### config.mk
export PLATFORM = sky130hd
export DESIGN_NAME = gamepad_poller
export DESIGN_NICKNAME = d
export VERILOG_FILES = /design/src/rtl/gamepad_poller_pkg.sv /design/src/rtl/joy_sync.sv /design/src/rtl/gamepad_poller.sv
export SDC_FILE = /design/constraint.sdc
export NUM_CORES = 1
export LEC_CHECK = 0
export BUFFER_PORTS_ARGS = -buffer_cell sky130_fd_sc_hd__clkbuf_2
export CORE_ASPECT_RATIO = 0.7
export CORE_MARGIN = 2
export CORE_UTILIZATION = 55
export CTS_CLUSTER_DIAMETER = 60
export DETAILED_ROUTE_END_ITERATION = 16
export HOLD_SLACK_MARGIN = 0.06
export PLACE_DENSITY = 0.77
export REMOVE_ABC_BUFFERS = 1
export SLEW_MARGIN = 20
export SYNTH_ARGS = -nofsm -noshare
export SYNTH_HDL_FRONTEND = slang
export SYNTH_SLANG_ARGS = --single-unit
export TNS_END_PERCENT = 5
### constraint.sdc
create_clock -name clk -period 2.6 [get_ports clk]
set_input_delay 0.65 -clock clk [delete_from_list [all_inputs] [get_ports clk]]
set_output_delay 0.65 -clock clk [all_outputs]
set_load 0.01 [all_outputs]
### src/rtl/gamepad_poller_pkg.sv
// Shared definitions for the serial gamepad poller: FSM states and
// button bit positions in the shifted word for SNES and NES pads.
package gamepad_poller_pkg;

  typedef enum logic [2:0] {
    ST_IDLE,
    ST_STROBE,
    ST_WAIT_LO,
    ST_CLK_LO,
    ST_CLK_HI,
    ST_DONE
  } state_t;

  localparam int unsigned SNES_B      = 0;
  localparam int unsigned SNES_Y      = 1;
  localparam int unsigned SNES_SELECT = 2;
  localparam int unsigned SNES_START  = 3;
  localparam int unsigned SNES_UP     = 4;
  localparam int unsigned SNES_DOWN   = 5;
  localparam int unsigned SNES_LEFT   = 6;
  localparam int unsigned SNES_RIGHT  = 7;
  localparam int unsigned SNES_A      = 8;
  localparam int unsigned SNES_X      = 9;
  localparam int unsigned SNES_L      = 10;
  localparam int unsigned SNES_R      = 11;

  localparam int unsigned NES_A      = 0;
  localparam int unsigned NES_B      = 1;
  localparam int unsigned NES_SELECT = 2;
  localparam int unsigned NES_START  = 3;
  localparam int unsigned NES_UP     = 4;
  localparam int unsigned NES_DOWN   = 5;
  localparam int unsigned NES_LEFT   = 6;
  localparam int unsigned NES_RIGHT  = 7;

endpackage

### src/rtl/joy_sync.sv
// Two-flop synchroniser for the asynchronous pad data lines.
module joy_sync #(
  parameter int unsigned WIDTH = 1
) (
  input  logic             clk,
  input  logic             reset,
  input  logic [WIDTH-1:0] d,
  output logic [WIDTH-1:0] q
);

  logic [WIDTH-1:0] meta;

  always_ff @(posedge clk) begin
    if (reset) begin
      meta <= '1;
      q    <= '1;
    end else begin
      meta <= d;
      q    <= meta;
    end
  end

endmodule

### src/rtl/gamepad_poller.sv
// Periodic NES/SNES shift-register pad reader: strobes the pads, clocks out
// BITS bits per port and publishes active-high button words once per poll.
module gamepad_poller
  import gamepad_poller_pkg::*;
#(
  parameter int unsigned POLL_DIV   = 69905,
  parameter int unsigned STROBE_CYC = 25,
  parameter int unsigned HALF_CYC   = 12,
  parameter int unsigned BITS       = 16,
  parameter int unsigned PORTS      = 1,
  parameter bit          SNES_CHECK = 1'b1
) (
  input  logic                  clk,
  input  logic                  reset,
  input  logic                  poll_now,
  input  logic [PORTS-1:0]      joy_data,
  output logic                  joy_strobe,
  output logic                  joy_clock,
  output logic [PORTS*BITS-1:0] buttons,
  output logic [PORTS-1:0]      connected,
  output logic                  valid,
  output logic                  busy
);

  localparam int unsigned DW   = (POLL_DIV > 1) ? $clog2(POLL_DIV) : 1;
  localparam int unsigned TMAX = (STROBE_CYC > HALF_CYC) ? STROBE_CYC : HALF_CYC;
  localparam int unsigned TW   = $clog2(TMAX);
  localparam int unsigned BW   = $clog2(BITS);

  state_t                     state, state_next;
  logic [DW-1:0]              div;
  logic [TW-1:0]              timer;
  logic [BW-1:0]              bit_idx;
  logic                       pending;
  logic [PORTS-1:0]           data_s;
  logic [PORTS*(BITS-1)-1:0]  hist, hist_next;
  logic [PORTS*BITS-1:0]      word, pressed;
  logic [PORTS-1:0]           present;
  logic                       tick, strobe_last, half_last, sample, last_bit, start;

  joy_sync #(.WIDTH(PORTS)) u_sync (
    .clk   (clk),
    .reset (reset),
    .d     (joy_data),
    .q     (data_s)
  );

  function automatic logic pad_present(input logic [BITS-1:0] raw);
    logic [31:0] wide;
    wide = 32'(raw);
    return (raw != '0) && (!SNES_CHECK || BITS != 16 || wide[15:12] == 4'hF);
  endfunction

  assign tick        = (div == DW'(POLL_DIV - 1));
  assign strobe_last = (timer == TW'(STROBE_CYC - 1));
  assign half_last   = (timer == TW'(HALF_CYC - 1));
  assign sample      = half_last && (state == ST_WAIT_LO || state == ST_CLK_HI);
  assign last_bit    = (bit_idx == BW'(BITS - 1));
  assign start       = (state == ST_IDLE || state == ST_DONE) && (tick || poll_now || pending);

  always_ff @(posedge clk) begin
    if (reset) state <= ST_IDLE;
    else       state <= state_next;
  end

  always_comb begin
    state_next = state;
    case (state)
      ST_IDLE:               if (start) state_next = ST_STROBE;
      ST_STROBE:             if (strobe_last) state_next = ST_WAIT_LO;
      ST_WAIT_LO, ST_CLK_HI: if (half_last) state_next = last_bit ? ST_DONE : ST_CLK_LO;
      ST_CLK_LO:             if (half_last) state_next = ST_CLK_HI;
      ST_DONE:               state_next = start ? ST_STROBE : ST_IDLE;
      default:               state_next = ST_IDLE;
    endcase
  end

  always_comb begin
    joy_strobe = (state == ST_STROBE);
    joy_clock  = (state != ST_CLK_LO);
    valid      = (state == ST_DONE);
    busy       = (state != ST_IDLE);
  end

  // The word including the bit being sampled this cycle, so the final sample
  // can be published on the same edge that enters DONE.
  always_comb begin
    word      = '0;
    hist_next = '0;
    present   = '0;
    pressed   = '0;
    for (int unsigned p = 0; p < PORTS; p++) begin
      word[p*BITS +: BITS]           = {data_s[p], hist[p*(BITS-1) +: BITS-1]};
      hist_next[p*(BITS-1) +: BITS-1] = word[p*BITS+1 +: BITS-1];
      present[p]                     = pad_present(word[p*BITS +: BITS]);
      pressed[p*BITS +: BITS]        = present[p] ? ~word[p*BITS +: BITS] : '0;
    end
  end

  always_ff @(posedge clk) begin
    if (reset) begin
      div       <= '0;
      timer     <= '0;
      bit_idx   <= '0;
      pending   <= 1'b0;
      hist      <= '0;
      buttons   <= '0;
      connected <= '0;
    end else begin
      div   <= tick ? '0 : div + 1'b1;
      timer <= (state_next != state) ? '0 : timer + 1'b1;
      if (start)                       pending <= 1'b0;
      else if ((tick || poll_now) && busy) pending <= 1'b1;
      if (state == ST_STROBE) bit_idx <= '0;
      else if (sample)        bit_idx <= bit_idx + 1'b1;
      if (sample) hist <= hist_next;
      if (sample && last_bit) begin
        buttons   <= pressed;
        connected <= present;
      end
    end
  end

endmodule

==> impl_metrics.tcl, run 1 <==
set metrics [dict create \
    status "finished clean" \
    dp.cells 367 \
    firstDrtPassIters 4 \
    p_sw_mw 0.4668 \
    grt_pass1_vias 1782 \
    cts_sinks 64 \
    coreArea_um2 4703 \
    final_core_utilization 0.6470 \
    drv_slew 0 \
    gp_congestion 0.8325 \
    hp-class "flip-flop to flip-flop" \
    grt_pass1_wl_mm 8.162 \
    io_pins 25 \
    yosysWarnings 0 \
    cts_resized 0 \
    htreeDepth 3 \
    synthToLayoutAreaGrowth_pct 15.21 \
    synth_edf_count 0 \
    clk_pin_slew_worst_paths_ps 70 \
    clockBufferDepth 2 \
    layout_common_cells "64 x dfxtp_1, 39 x nand2_1, 27 x a21oi_1" \
    max_slew.worst_pin.slew_ps 708.0 \
    drive_gt1_frac 0.1595 \
    crit_path_end_kind "flip-flop" \
    cts_tree "built" \
    grt_usage 0.1990 \
    cts-buffers-inserted 9 \
    rsz0062_at_grt "no" \
    p_comb_frac 0.029 \
    ys_seq_elements 64 \
    finalClockSkew_ps 9.080 \
    start_util 0.5616 \
    critPathSlowestCell "a221oi_1" \
    port_buffers 24 \
    synth_flop_cell "dfxtp_1" \
    sequentialPowerShare 0.494 \
    cap_violations 0 \
    finalPower_mw 2.030 \
    period_needed_ps 2297 \
    via_per_inst 5.695 \
    arrival_ps 2490 \
    synth_cell_type_count 41 \
    cp_slowest_stage_delay_ps 670 \
    die_y_um 61.98 \
    cts_hold_buf 0 \
    power_density_nw_per_um2 667.2 \
    seq_area_um2 1281 \
    dp_hpwl_mm 3.380 \
    finalCritPeriodShare 0.8836 \
    intPower_mw 1.564 \
    synth_area_um2 2641 \
    die-width_um 86.83 \
    n_antenna_cell 0 \
    wl_per_cell_um 13.17 \
    r2r_slack_ps 300 \
    cts_root_buf "clkbuf_8" \
    clock_latency_ps 340 \
    critPathRequiredTime_ps 2800 \
    overflow 0 \
    p_leak_nw 1.094 \
    final_cell_count_no_fill 383 \
    yosysSeqAreaShare 0.4851 \
    synth_cells 294 \
    final_common_cell "dfxtp_1" \
    setup_ws_ps 302.7 \
    vias 2181 \
    whs_ps 423.9 \
    setup-tns-final_ps 0 \
    fin_area_um2 3043 \
    placed_area_um2 2816 \
    ir_worst_vdd_mv 0.3264 \
    drtIter0Drc 110 \
    setup.worst_path.class "flip-flop to flip-flop" \
    path_cells "ha_1, nor4bb_1, o21ai_0, a221oi_1, nor4b_1" \
    post_cts_buffers 0 \
    swShare 0.2299 \
    die_area_um2 5381 \
    grt_max_degree 19 \
    wl_mm 5.043 \
    dp_slack_ps 339.1 \
    start_kind "flip-flop" \
    synthArstFlopShare 0 \
    drc_errors 0 \
    synth.avg_cell_area_um2 8.984 \
    hold_violations 0 \
    nFillCells 396 \
    multi_input_area_um2 1272 \
    crit_fanout 5 \
    antenna_left 0 \
    rows 21 \
    layout.nets 330 \
    antenna_found_initial 0 \
    p_clk_frac 0.477 \
    setup-violations-final 0 \
    relSlewSlack 0.5280 \
    timing.fmax_mhz 435.3 \
]
-- power by group through the flow --
stage / Clock, mW / Combinational [mW] / Sequential, mW
after CTS: 0.981 / 0.0604 / 1.00
after global routing: 1.03 / 0.0673 / 1.00
after detailed placement: 0 / 0.0604 / 1.03
final: 0.968 / 0.0596 / 1.00
after global placement: 0 / 0.0586 / 1.02
after floorplan: 0 / 0.0378 / 1.02
-- final timing paths --
| check | from | endpoint | cells past startpoint |
|---|---|---|---|
| worst min-delay path | u_sync.meta | u_sync.q | 1 |
| worst max-delay path | timer[0] | timer[1] | 5 |
| worst min register to register | u_sync.meta | u_sync.q | 1 |
| worst max register to register | timer[0] | timer[1] | 5 |
-- logic make-up (layout without fill, tap and decap cells) --
group | count (synthesis) | count (layout) | synth area share
DFF | 64 | 64 | 0.4851
AOI/OAI and AO/OA | 59 | 59 | 0.1426
xor gates and xnor gates | 17 | 17 | 0.05637
buffers and inverters | 21 | 53 | 0.03316
and+or+nand+nor | 128 | 128 | 0.2591
adders and majority gates | 5 | 5 | 0.02369
-- final cells by class --
class                           instances  share of cell area
Timing Repair Buffer                   30             0.05428
Multi-Input combinational cell        209              0.4182
Clock inverter                          7             0.03372
Tap cell                               57             0.02344
Clock buffer                            9             0.04071
Inverter                                7            0.008635
Sequential cell                        64              0.4211
-- routing by layer --
layer | track usage | part of all wire
met1 | 0.2732 | 0.51
met2 | 0.2835 | 0.42
met3 | 0.08851 | 0.050
met4 | 0.05804 | 0.017
met5 | 0 | 0
-- cells in the mapped netlist, types with 2 or more instances --
| cell | n | share of area |
|---|---|---|
| o31ai_1 | 2 | 0.0057 |
| a22o_1 | 2 | 0.0066 |
| nor2b_1 | 2 | 0.0047 |
| o21ai_0 | 9 | 0.017 |
| nor4b_1 | 6 | 0.020 |
| nor2_1 | 21 | 0.030 |
| a21oi_1 | 27 | 0.051 |
| nand4_1 | 5 | 0.012 |
| nand3_1 | 9 | 0.017 |
| inv_1 | 7 | 0.0099 |
| nor4_1 | 7 | 0.017 |
| ha_1 | 5 | 0.024 |
| o2bb2ai_1 | 12 | 0.040 |
| clkbuf_1 | 12 | 0.017 |
| or4_1 | 2 | 0.0057 |
| xnor2_1 | 11 | 0.036 |
| and3_1 | 3 | 0.0071 |
| and2_1 | 5 | 0.012 |
| or3_1 | 10 | 0.024 |
| nand2_1 | 39 | 0.055 |
| nand2b_1 | 4 | 0.0095 |
| xor2_1 | 6 | 0.020 |
| nor4bb_1 | 2 | 0.0076 |
| nor3b_1 | 2 | 0.0057 |
| or2_2 | 4 | 0.0095 |
| nor3_1 | 2 | 0.0038 |
| dfxtp_1 | 64 | 0.49 |
-- registers in the layout (all words and copies together), names as in the netlist --
register,flops
buttons,16
bit_idx,4
hist,15
connected,1
u_sync.meta,1
u_sync.q,1
state,3
pending,1
div,17
timer,5
-- worst max-delay path: cells and delay by family, from the launching register on --
| family | cells | cell delay (ps) |
|---|---|---|
| compound gates | 2 | 850 |
| flops | 1 | 370 |
| simple gates | 2 | 690 |
| fa+ha+maj | 1 | 250 |
(Power assumes the default switching activity.)
==> run 2, diff against run 1 <==
--- a/config.mk
+++ b/config.mk
@@ -13,7 +13,6 @@
 export DETAILED_ROUTE_END_ITERATION = 16
 export HOLD_SLACK_MARGIN = 0.06
 export PLACE_DENSITY = 0.77
-export REMOVE_ABC_BUFFERS = 1
 export SLEW_MARGIN = 20
 export SYNTH_ARGS = -nofsm -noshare
 export SYNTH_HDL_FRONTEND = slang
==> constraint.sdc (replaced) <==
create_clock -name clk -period 2.6 [get_ports clk]
set_input_delay 0.78 -clock clk [delete_from_list [all_inputs] [get_ports clk]]
set_output_delay 0.78 -clock clk [all_outputs]
set_load 0.01 [all_outputs]
==> run 2 against run 1 <==
  * Register-to-register slack improved by 160 ps
  * Wire length increased by 1.4%
  * Setup slack got worse by 5.3 ps
  * Power is 0.69% lower
  * Design area grew 0.49%
  * First-iteration DRC count decreased by 3.6%
  * Sequential share of layout area decreased by 0.21 points
  * Hold slack worse by 13 ps
  * Clock power down 2%
  * Final cell count is 0.52% higher
  * Clock skew increased by 2.4 ps
  * Critical endpoint is now joy_strobe
  * Core utilization increased by 0.32 points
==> impl_metrics.tcl, run 2 (synthesized netlist as in run 1, its figures left out) <==
set metrics [dict create \
    grt_max_degree 20 \
    die_area_um2 5381 \
    largest_reg_flops 17 \
    cts_sinks 64 \
    die_y_um 61.98 \
    rows 21 \
    antenna_found_initial 0 \
    cap_violations 0 \
    drv_slew 0 \
    rsz0062_at_grt "no" \
    dp_hpwl_mm 3.556 \
    start_util 0.5616 \
    layout_common_cells "64 x dfxtp_1, 39 x nand2_1, 27 x a21oi_1" \
    clk_pin_slew_worst_paths_ps 70 \
    final_core_utilization 0.6502 \
    clockBufferDepth 2 \
    hp-class "flip-flop to flip-flop" \
    status "finished clean" \
    clock_latency_ps 340 \
    period_needed_ps 2303 \
    port_buffers 24 \
    firstDrtPassIters 4 \
    relSlewSlack 0.6564 \
    finalCritPeriodShare 0.8856 \
    coreArea_um2 4703 \
    critPathRequiredTime_ps 1820 \
    arrival_ps 1520 \
    wl_mm 5.115 \
    die-width_um 86.83 \
    reg2reg_from "timer[0]" \
    cts_resized 0 \
    setup-tns-final_ps 0 \
    synthToLayoutAreaGrowth_pct 15.77 \
    grt_pass1_wl_mm 8.190 \
    rr_worst_depth 5 \
    post_cts_buffers 0 \
    setup-violations-final 0 \
    top_register "div" \
    finalPower_mw 2.016 \
    grt_usage 0.1992 \
    drive_gt1_frac 0.1646 \
    p_leak_nw 1.104 \
    whs_ps 410.6 \
    max_slew.worst_pin.slew_ps 515.5 \
    antenna_left 0 \
    wl_per_cell_um 13.29 \
    gp_congestion 0.7212 \
    crit_fanout 13 \
    final_cell_count_no_fill 385 \
    n_antenna_cell 0 \
    io_pins 25 \
    cts-buffers-inserted 9 \
    cts_hold_buf 0 \
    via_per_inst 5.538 \
    crit_path_end_kind "primary output" \
    crit_path_start "state[0]" \
    hold_violations 0 \
    overflow 0 \
    placed_area_um2 2831 \
    timing.fmax_mhz 434.3 \
    synth_fp_nets 303 \
    finalClockSkew_ps 11.51 \
    reg_top3 "div (17), buttons (16), hist (15)" \
    power_density_nw_per_um2 659.4 \
    drtIter0Drc 106 \
    ir_worst_vdd_mv 0.3811 \
    dp_slack_ps 507.3 \
    start_kind "flip-flop" \
    final_common_cell "dfxtp_1" \
    cts_tree "built" \
    setup.worst_path.class "flip-flop to primary output" \
    holdPathStages 1 \
    drc_errors 0 \
    worstHoldStart "u_sync.meta" \
    htreeDepth 3 \
    dp.cells 369 \
    setup_ws_ps 297.4 \
    vias 2132 \
    layout.nets 332 \
    fin_area_um2 3058 \
    grt_pass1_vias 1780 \
    cts_root_buf "clkbuf_8" \
]
-- run 2: cell count changes in the layout (fill, tap and decap cells not counted) --
cell	delta
buf_4	+2
-- run 2: final cells by class --
| class | count | area, um2 |
|---|---|---|
| flip-flops and latches | 64 | 1281 |
| repair buffers | 32 | 180.2 |
| well taps | 57 | 71.32 |
| clock inverters | 7 | 102.6 |
| inverters | 7 | 26.28 |
| clock buffers | 9 | 123.9 |
| multi-input cells | 209 | 1272 |
| fillers | 398 | 1645 |
-- run 2: path summary, 6_finish.rpt --
check	to	slack (ps)
hold / removal	u_sync.q	410
hold reg to reg	u_sync.q	410
setup / recovery	joy_strobe	300
setup reg to reg	buttons[0]	460
-- run 2: report_power, final --
group | internal [mW] | switching, mW | leakage, nW
combinational | 0.0271 | 0.0355 | 0.476
sequential | 0.990 | 0.0125 | 0.517
clock | 0.549 | 0.402 | 0.110
total | 1.57 | 0.450 | 1.10
-- run 2: critical path, cell delays in order (launching register included) --
cell and delay, ps:
dfxtp_1 570, nor3b_1 410, clkbuf_2 210
-- run 2: per-layer routing --
metal / global-route usage / share of wire
met5: 0 / 0
met4: 0.05804 / 0.0096
met3: 0.08587 / 0.050
met2: 0.2857 / 0.42
met1: 0.2744 / 0.52
